==> src/rtl/wb_arbiter.sv <==
// Round-robin Wishbone arbiter. Each master holds the grant for one whole CYC,
// responses go back to the owner only, and a strobe watchdog ends hung transfers with ERR.
module wb_arbiter #(
    parameter int aw  = 16,
    parameter int dw  = 32,
    parameter int nm  = 4,
    parameter int tmo = 255
) (
    input  logic             CLK_I,
    input  logic             RST_I,
    input  logic [nm-1:0]    m_cyc_i,
    input  logic [nm-1:0]    m_stb_i,
    input  logic [nm-1:0]    m_we_i,
    input  logic [nm*aw-1:0] m_adr_i,
    input  logic [nm*dw-1:0] m_dat_i,
    input  logic [nm*4-1:0]  m_sel_i,
    input  logic [nm*4-1:0]  m_tag_i,
    output logic [nm-1:0]    m_ack_o,
    output logic [nm-1:0]    m_err_o,
    output logic [nm-1:0]    m_rty_o,
    output logic [dw-1:0]    m_dat_o,
    output logic [3:0]       m_tag_o,
    output logic             CYC_O,
    output logic             STB_O,
    output logic             WE_O,
    output logic [aw-1:0]    ADR_O,
    output logic [dw-1:0]    DAT_O,
    output logic [3:0]       SEL_O,
    output logic [3:0]       TAG_O,
    input  logic             ACK_I,
    input  logic             ERR_I,
    input  logic             RTY_I,
    input  logic [dw-1:0]    DAT_I,
    input  logic [3:0]       TAG_I,
    output logic [nm-1:0]    gnt_o
);

    localparam int              LW    = $clog2(nm);
    localparam int              WW    = (tmo > 0) ? $clog2(tmo + 1) : 1;
    localparam logic [LW:0]     NM_W  = (LW + 1)'(nm);
    localparam logic [WW-1:0]   TMO_W = WW'(tmo);
    localparam bit              WD_EN = (tmo != 0);

    typedef enum logic {IDLE, BUSY} state_t;

    state_t        state_q, state_d;
    logic [nm-1:0] gnt_q, gnt_d;
    logic [LW-1:0] last_q, last_d;
    logic [WW-1:0] wdog_q, wdog_d;

    logic [LW-1:0] ownerIdx;
    logic          ownerCyc;
    logic          ownerStb;
    logic          ownerWe;
    logic [aw-1:0] ownerAdr;
    logic [dw-1:0] ownerDat;
    logic [3:0]    ownerSel;
    logic [3:0]    ownerTag;
    logic          anyResp;
    logic          wdFire;
    logic [LW:0]   cand;
    logic          found;

    // The grant vector is one-hot or zero, so an OR-style mux leaves every field 0 with no owner.
    always_comb begin
        ownerIdx = '0;
        ownerCyc = 1'b0;
        ownerStb = 1'b0;
        ownerWe  = 1'b0;
        ownerAdr = '0;
        ownerDat = '0;
        ownerSel = '0;
        ownerTag = '0;
        for (int k = 0; k < nm; k++) begin
            if (gnt_q[k]) begin
                ownerIdx = LW'(k);
                ownerCyc = m_cyc_i[k];
                ownerStb = m_stb_i[k];
                ownerWe  = m_we_i[k];
                ownerAdr = m_adr_i[k*aw +: aw];
                ownerDat = m_dat_i[k*dw +: dw];
                ownerSel = m_sel_i[k*4 +: 4];
                ownerTag = m_tag_i[k*4 +: 4];
            end
        end
    end

    // A real slave response in the limit cycle takes precedence over the watchdog.
    assign anyResp = ACK_I | ERR_I | RTY_I;
    assign wdFire  = WD_EN && (wdog_q == TMO_W) && !anyResp;

    assign gnt_o   = gnt_q;
    assign CYC_O   = ownerCyc;
    assign STB_O   = ownerStb & ~wdFire;
    assign WE_O    = ownerWe;
    assign ADR_O   = ownerAdr;
    assign DAT_O   = ownerDat;
    assign SEL_O   = ownerSel;
    assign TAG_O   = ownerTag;

    assign m_ack_o = gnt_q & {nm{ACK_I}};
    assign m_err_o = gnt_q & {nm{ERR_I | wdFire}};
    assign m_rty_o = gnt_q & {nm{RTY_I}};
    assign m_dat_o = DAT_I;
    assign m_tag_o = TAG_I;

    always_comb begin
        state_d = state_q;
        gnt_d   = gnt_q;
        last_d  = last_q;
        cand    = '0;
        found   = 1'b0;
        case (state_q)
            IDLE: begin
                // Scan last+1, last+2, ... wrapping at nm; the first requester wins.
                for (int i = 1; i <= nm; i++) begin
                    cand = {1'b0, last_q} + (LW + 1)'(i);
                    if (cand >= NM_W) begin
                        cand = cand - NM_W;
                    end
                    if (!found && m_cyc_i[cand[LW-1:0]]) begin
                        found                = 1'b1;
                        gnt_d                = '0;
                        gnt_d[cand[LW-1:0]]  = 1'b1;
                    end
                end
                if (found) begin
                    state_d = BUSY;
                end
            end
            BUSY: begin
                if (!ownerCyc) begin
                    gnt_d   = '0;
                    last_d  = ownerIdx;
                    state_d = IDLE;
                end
            end
            default: state_d = IDLE;
        endcase
    end

    // Counts strobe cycles without a response and saturates at the limit.
    always_comb begin
        wdog_d = wdog_q;
        if ((state_q != BUSY) || !ownerCyc || !STB_O || anyResp) begin
            wdog_d = '0;
        end else if (WD_EN && (wdog_q != TMO_W)) begin
            wdog_d = wdog_q + WW'(1);
        end
    end

    always_ff @(posedge CLK_I or posedge RST_I) begin
        if (RST_I) begin
            state_q <= IDLE;
            gnt_q   <= '0;
            last_q  <= LW'(nm - 1);
            wdog_q  <= '0;
        end else begin
            state_q <= state_d;
            gnt_q   <= gnt_d;
            last_q  <= last_d;
            wdog_q  <= wdog_d;
        end
    end

endmodule

==> config.mk <==
export PLATFORM = sky130hd
export DESIGN_NAME = wb_arbiter
export DESIGN_NICKNAME = d
export VERILOG_FILES = /design/src/rtl/wb_arbiter.sv
export SDC_FILE = /design/constraint.sdc
export NUM_CORES = 1
export LEC_CHECK = 0
export ABC_AREA = 0
export CORE_AREA = 4 4 147 149
export CTS_CLUSTER_DIAMETER = 100
export DETAILED_ROUTE_END_ITERATION = 8
export DIE_AREA = 0 0 151 153
export GPL_ROUTABILITY_DRIVEN = 0
export PLACE_DENSITY = 0.52
export RECOVER_POWER = 50
export SKIP_CTS_REPAIR_TIMING = 1
export SYNTH_ARGS = -nofsm -noshare
export SYNTH_HDL_FRONTEND = slang
export SYNTH_SLANG_ARGS = --single-unit
==> constraint.sdc <==
create_clock -name CLK_I -period 2.8 [get_ports CLK_I]
set_input_delay 0.56 -clock CLK_I [delete_from_list [all_inputs] [get_ports CLK_I]]
set_output_delay 0.56 -clock CLK_I [all_outputs]
set_load 0.005 [all_outputs]
## Word level (Yosys, flattened, before mapping)

Cells that the tools add are included.

- Flip-flop bits (word level): 15
- Input port bits: 277
- Output and inout bits: 111

- $add $sub $neg: 9
- Order comparisons: 12
- Eq/ne operators: 4
- Mux-type cells: 74
- Bitwise logic cells: 10
- Reduce and logical (&&, ||, !) cells: 20

Operators with widths:

| operator | count |
|---|---|
| 32-bit 2-to-1 mux | 4 |
| 16-bit 2-to-1 mux | 4 |
| 4-bit 2-to-1 mux | 13 |
| 1-bit 2-to-1 mux | 31 |
| 2-bit 2-to-1 mux | 10 |
| 8-bit 2-to-1 mux | 2 |
| 4-bit bitwise AND | 3 |
| 3-bit >= comparator (second input constant) | 4 |
| 2-bit by 3-bit less-than comparator with 1-bit output (second input constant) | 4 |
| 8-bit by 1-bit adder with 8-bit output (second input constant) | 1 |
| 1-bit binary-select mux with 2-bit select | 4 |
| 1-bit demux with 2-bit select | 4 |
| 8-bit == test (second input constant) | 1 |
| 2-bit by 1-bit >= comparator with 1-bit output (second input constant) | 4 |
| 1-bit logical AND | 8 |
| 8-bit != test (second input constant) | 1 |
| 4-bit case mux with 2 select lines | 1 |
| 2-bit by 1-bit subtractor with 2-bit output (second input constant) | 4 |
| 2-bit by 2-bit adder with 3-bit output (second input constant) | 2 |
| 1-bit zero test | 6 |
| 5-bit != test (second input constant) | 1 |
| 2-bit AND reduction | 2 |
| 2-bit by 1-bit adder with 3-bit output (second input constant) | 1 |
| 2-bit by 3-bit adder with 3-bit output (second input constant) | 1 |
| 7 further kinds | 13 |

## Longest topological paths before layout

- Depth after elaboration: 22
- Gate-level depth with buffers: 7
- Depth with buffers taken out: 7

## Least setup slack after synthesis

No wires, ideal clock.

- Path type: flip-flop to flip-flop
- Start point: register last_q[0]
- End point: register gnt_q[1], in the netlist gnt_o[1]
- Library setup time: 121 ps
- Data arrival time: 2,176 ps
- Required time: 2,679 ps
- Path slack: 503 ps
- Cell stages (with the launch flop): 7
- Buffers on the path: 0
- Clock period less this slack: 2,297 ps
- Cells stage by stage: dfstp_2 inv_1 ha_1 mux4_2 o21bai_1 a21o_1 a22o_2

- Longest elaborated chain between the ends: 20
- Elaborated cells on any way between the ends: 67

Ends and longest elaborated chain:

| item | RTL line | RTL |
|---|---|---|
| from (decl) | 48 | `logic [LW-1:0] last_q, last_d;` |
| from (signal assigned) | 156 | `last_q <= LW'(nm - 1);` |
| from (signal assigned) | 161 | `last_q <= last_d;` |
| 2-bit by 1-bit adder with 3-bit output | 117 | `cand = {1'b0, last_q} + (LW + 1)'(i);` |
| 3-bit >= comparator / 2-bit by 1-bit subtractor with 2-bit output (equally long branches) | 118, 119 |  |
| 2-bit 2-to-1 mux | 118 | `if (cand >= NM_W) begin` |
| 2-bit 2-to-1 mux | 113 | `case (state_q)` |
| 1-bit binary-select mux with 2-bit select | 121 | `if (!found && m_cyc_i[cand[LW-1:0]]) begin` |
| 1-bit 2-to-1 mux (not written as such) | 121 |  |
| 1-bit 2-to-1 mux | 121 |  |
| 1-bit 2-to-1 mux | 113 |  |
| (+4 left out) | - |  |
| 1-bit zero test | 121 |  |
| 1-bit logical AND | 121 |  |
| 1-bit 2-to-1 mux | 121 |  |
| 1-bit 2-to-1 mux | 113 |  |
| 1-bit zero test | 121 |  |
| 1-bit logical AND | 121 |  |
| 5-bit != test (no line) / 4-bit 2-to-1 mux (equally long branches) | - |  |
| 2-bit AND reduction (no line) / 4-bit case mux with 2 select lines (equally long branches) | - |  |
| to (signal assigned) | 160 | `gnt_q <= gnt_d;` |
| to (decl) | 47 | `logic [nm-1:0] gnt_q, gnt_d;` |

Several ways; a longest one is shown, not always the timed one. The select of a mux whose other input is x is not followed.
A chain may end at the register's enable or synchronous reset.

## Worst setup path in the final report

- Start point: register gnt_q[3], in the netlist gnt_o[3]
- End point: output port ADR_O[10]

- Longest elaborated chain between the ends: 1

Ends and longest elaborated chain:

| item | RTL line | RTL |
|---|---|---|
| 16-bit 2-to-1 mux | 75 | `if (gnt_q[k]) begin` |
| to (decl) | 26 | `output logic [aw-1:0] ADR_O,` |

Every way passes these cells.

==> impl_metrics.toml <==
[worst_setup_path]
worstSetupEndpointType = "output port"
critPathKind = "reg -> out"
cp_cell_sequence = "nor4b_4 > buf_8 > a22oi_1 > o21ai_0 > clkdlybuf4s50_1"
required_ps = 2240
crit_path_max_fanout = 14
start_kind = "flop"
arrival_ps = 2260
crit_slowest_cell = "clkdlybuf4s50_1"
slowest_delay_ps = 610

[drt]
wl_um = 15800
ant_nets = 0
vias = 4000
drt_iter0_drc = 183
first_pass_iters = 4
routedWlPerCell_um = 17.4
viasPerCell = 4.40
drc_errors = 0

[clocking]
htree_levels = 1
clockBufferDepth = 2
numCtsBuffers = 3
clkLatencyLatePin_ps = 240
cts_tree = "yes"
clk_pin_slew_worst_paths_ps = 50
clock_sinks = 15
clockRootBuffer = "clkbuf_16"

[synthesis]
async_flop_share_pct = 100
synth_seq_area_share_pct = 13.7
yosysWarningCount = 0
synth.distinct_cells = 41
synthesis.nets = 651
syn-cell-area_um2 = 2770
syn_inst = 369
syn_avg_cell_area_um2 = 7.50
ys.flop_type = "dfrtp_1"
synth.ff_latch_count = 15
synth-edff-count = 0

[run_status]
violations = "setup timing"
outcome = "finished, violations left"

[floorplan]
die_x_um = 151
die_area_um2 = 23100
core_area_um2 = 20200
io_pins = 388
num_rows = 52
initial_core_util_pct = 13.7
die_height_um = 153

[place]
pre_cts_slack_ps = 21.8
dpl.cell_count = 898
hpwl_um = 12300
io_buffers = 315

[pwr]
switchingPower_mw = 1.38
switching_share_pct = 40.2
p_clk_share_pct = 7.9
power_frac_comb_pct = 82.4
ir_drop_uv = 241
power_density_nw_per_um2 = 550
leakagePower_nw = 2.61
power_frac_seq_pct = 9.7
internal_power_mw = 2.05

[cells_and_area]
fillers = 2122
antenna_cells = 0
drive_above_1_share_pct = 7.67
instances_no_fill = 909
syn_to_final_growth_pct = 125
nets = 922

[timing]
finalCritPeriodShare_pct = 101
worst_pin_slew_ps = 597
finalHoldViolCount = 0
slew_violations = 0
fin_ws_ps = -17.2
clock.fmax_mhz = 355
maxSlewHeadroom_pct = 60.2
rsz0062_at_grt = "true"
setup_viol = 1
setup_tns_ps = -17.2
skew_ps = 2.94
fin_crit_ps = 2820

[job]
drv_cap = 0

[global_route]
grt_pass1_vias = 3937
grt_pass1_wl_um = 22100
grt_overflow = 0
grt_max_degree = 126
grt_usage_pct = 12.0
antenna_found_initial = 0

[min_path]
hp-class = "reg -> reg"
## per-layer routing
metal	GRT usage [%]	vias up	share of wire [%]
met2	22.2	209	50
li1	-	1935	-
met1	13.1	1826	37
met3	3.82	30	10
met5	0	-	0
met4	3.41	0	2.5
## state kept, by name, indices dropped and copies added (netlist names)
signal	flops
gnt_o	4
last_q	2
wdog_q	8
state_q	1
## layout make-up
cell class	instances	area, µm²	share of cell area, %
repair buffers	338	3460	55.6
multi-input cells	271	1930	30.9
flip-flops and latches	15	383	6.14
well taps	270	338	5.42
clock buffers	4	78.8	1.26
inverters	11	41.3	0.662
## critical path: cells and delay by family, from the launching register on
kind | cells | cell delay (ps)
and+or+nand+nor | 1 | 380
buffers and inverters | 2 | 850
AOI/OAI and AO/OA | 2 | 280
DFF | 1 | 490
## Yosys cell counts, types with 2 or more instances
cell type,number,share of area [%]
a21oi_1,11,2.0
xnor2_1,3,0.95
ha_1,5,2.3
nor2b_1,2,0.45
and3_1,2,0.45
o21ai_0,58,10
nand3_1,3,0.54
a21o_1,5,1.4
inv_1,11,1.5
mux4_2,4,3.3
and2_1,10,2.3
nand2_1,10,1.4
a22oi_1,114,31
and2_2,4,1.1
dfstp_2,2,1.9
buf_4,36,9.8
clkbuf_1,27,3.7
a221oi_1,4,1.3
a22o_1,3,0.95
nor2_1,12,1.6
mux2i_1,3,1.1
nor3_4,2,1.2
dfrtp_1,13,12
buf_6,3,1.2
buf_2,6,1.1
## power by group through the flow
stage	Combinational (mW)	Clock (mW)	Sequential [mW]
6_report	2.82	0.272	0.333
5_1_grt	3.10	0.298	0.344
4_1_cts	2.90	0.280	0.329
3_5_place_dp	2.88	0	0.333
3_3_place_gp	2.90	0	0.331
2_1_floorplan	1.32	0	0.317
## cell usage in the layout (no fill, tap or decap), types with 4 or more instances in the layout
cell and count:
nor2_1 12, and2_1 10, mux4_2 4, a21oi_1 11
a21o_1 5, clkdlybuf4s50_1 281, a22oi_1 114, dfrtp_1 11
dlymetal6s2s_1 33, ha_1 5, o21ai_0 58, inv_1 11
a221oi_1 4, nand2_1 10, buf_4 15, and2_2 4
## path summary, 6_finish.rpt
check | start | slack [ps] | end | cells past startpoint
max | gnt_o[3] | -20 | ADR_O[10] | 5
min | wdog_q[0] | 480 | wdog_q[0] | 1
max reg2reg | last_q[0] | 360 | gnt_o[1] | 6
min reg2reg | wdog_q[0] | 480 | wdog_q[0] | 1
max in group asynchronous | RST_I | 1530 | gnt_o[3] | 2
min in group asynchronous | RST_I | 830 | wdog_q[4] | 2
## cells by family after synthesis
logic type	count (synthesis)	share of synthesized area, %
buffers and inverters	83	17.2
and+or+nand+nor	53	12.0
muxes	7	4.34
adders and majority gates	5	2.26
xor gates and xnor gates	4	1.27
AOI/OAI and AO/OA	202	49.3
DFF	15	13.7
## stage by stage
stage / hold slack, ps / util, % / instance area [µm²] / total power, mW
floorplan: 442 / - / 2770 / 1.64
global placement: 467 / 29.7 / 6000 / 3.23
detailed placement: 472 / 29.7 / 6000 / 3.22
CTS: 486 / 30.1 / 6080 / 3.51
global route: 511 / 30.9 / 6230 / 3.74
finish: 481 / 30.9 / 6230 / 3.43
(Power assumes the default switching activity.)
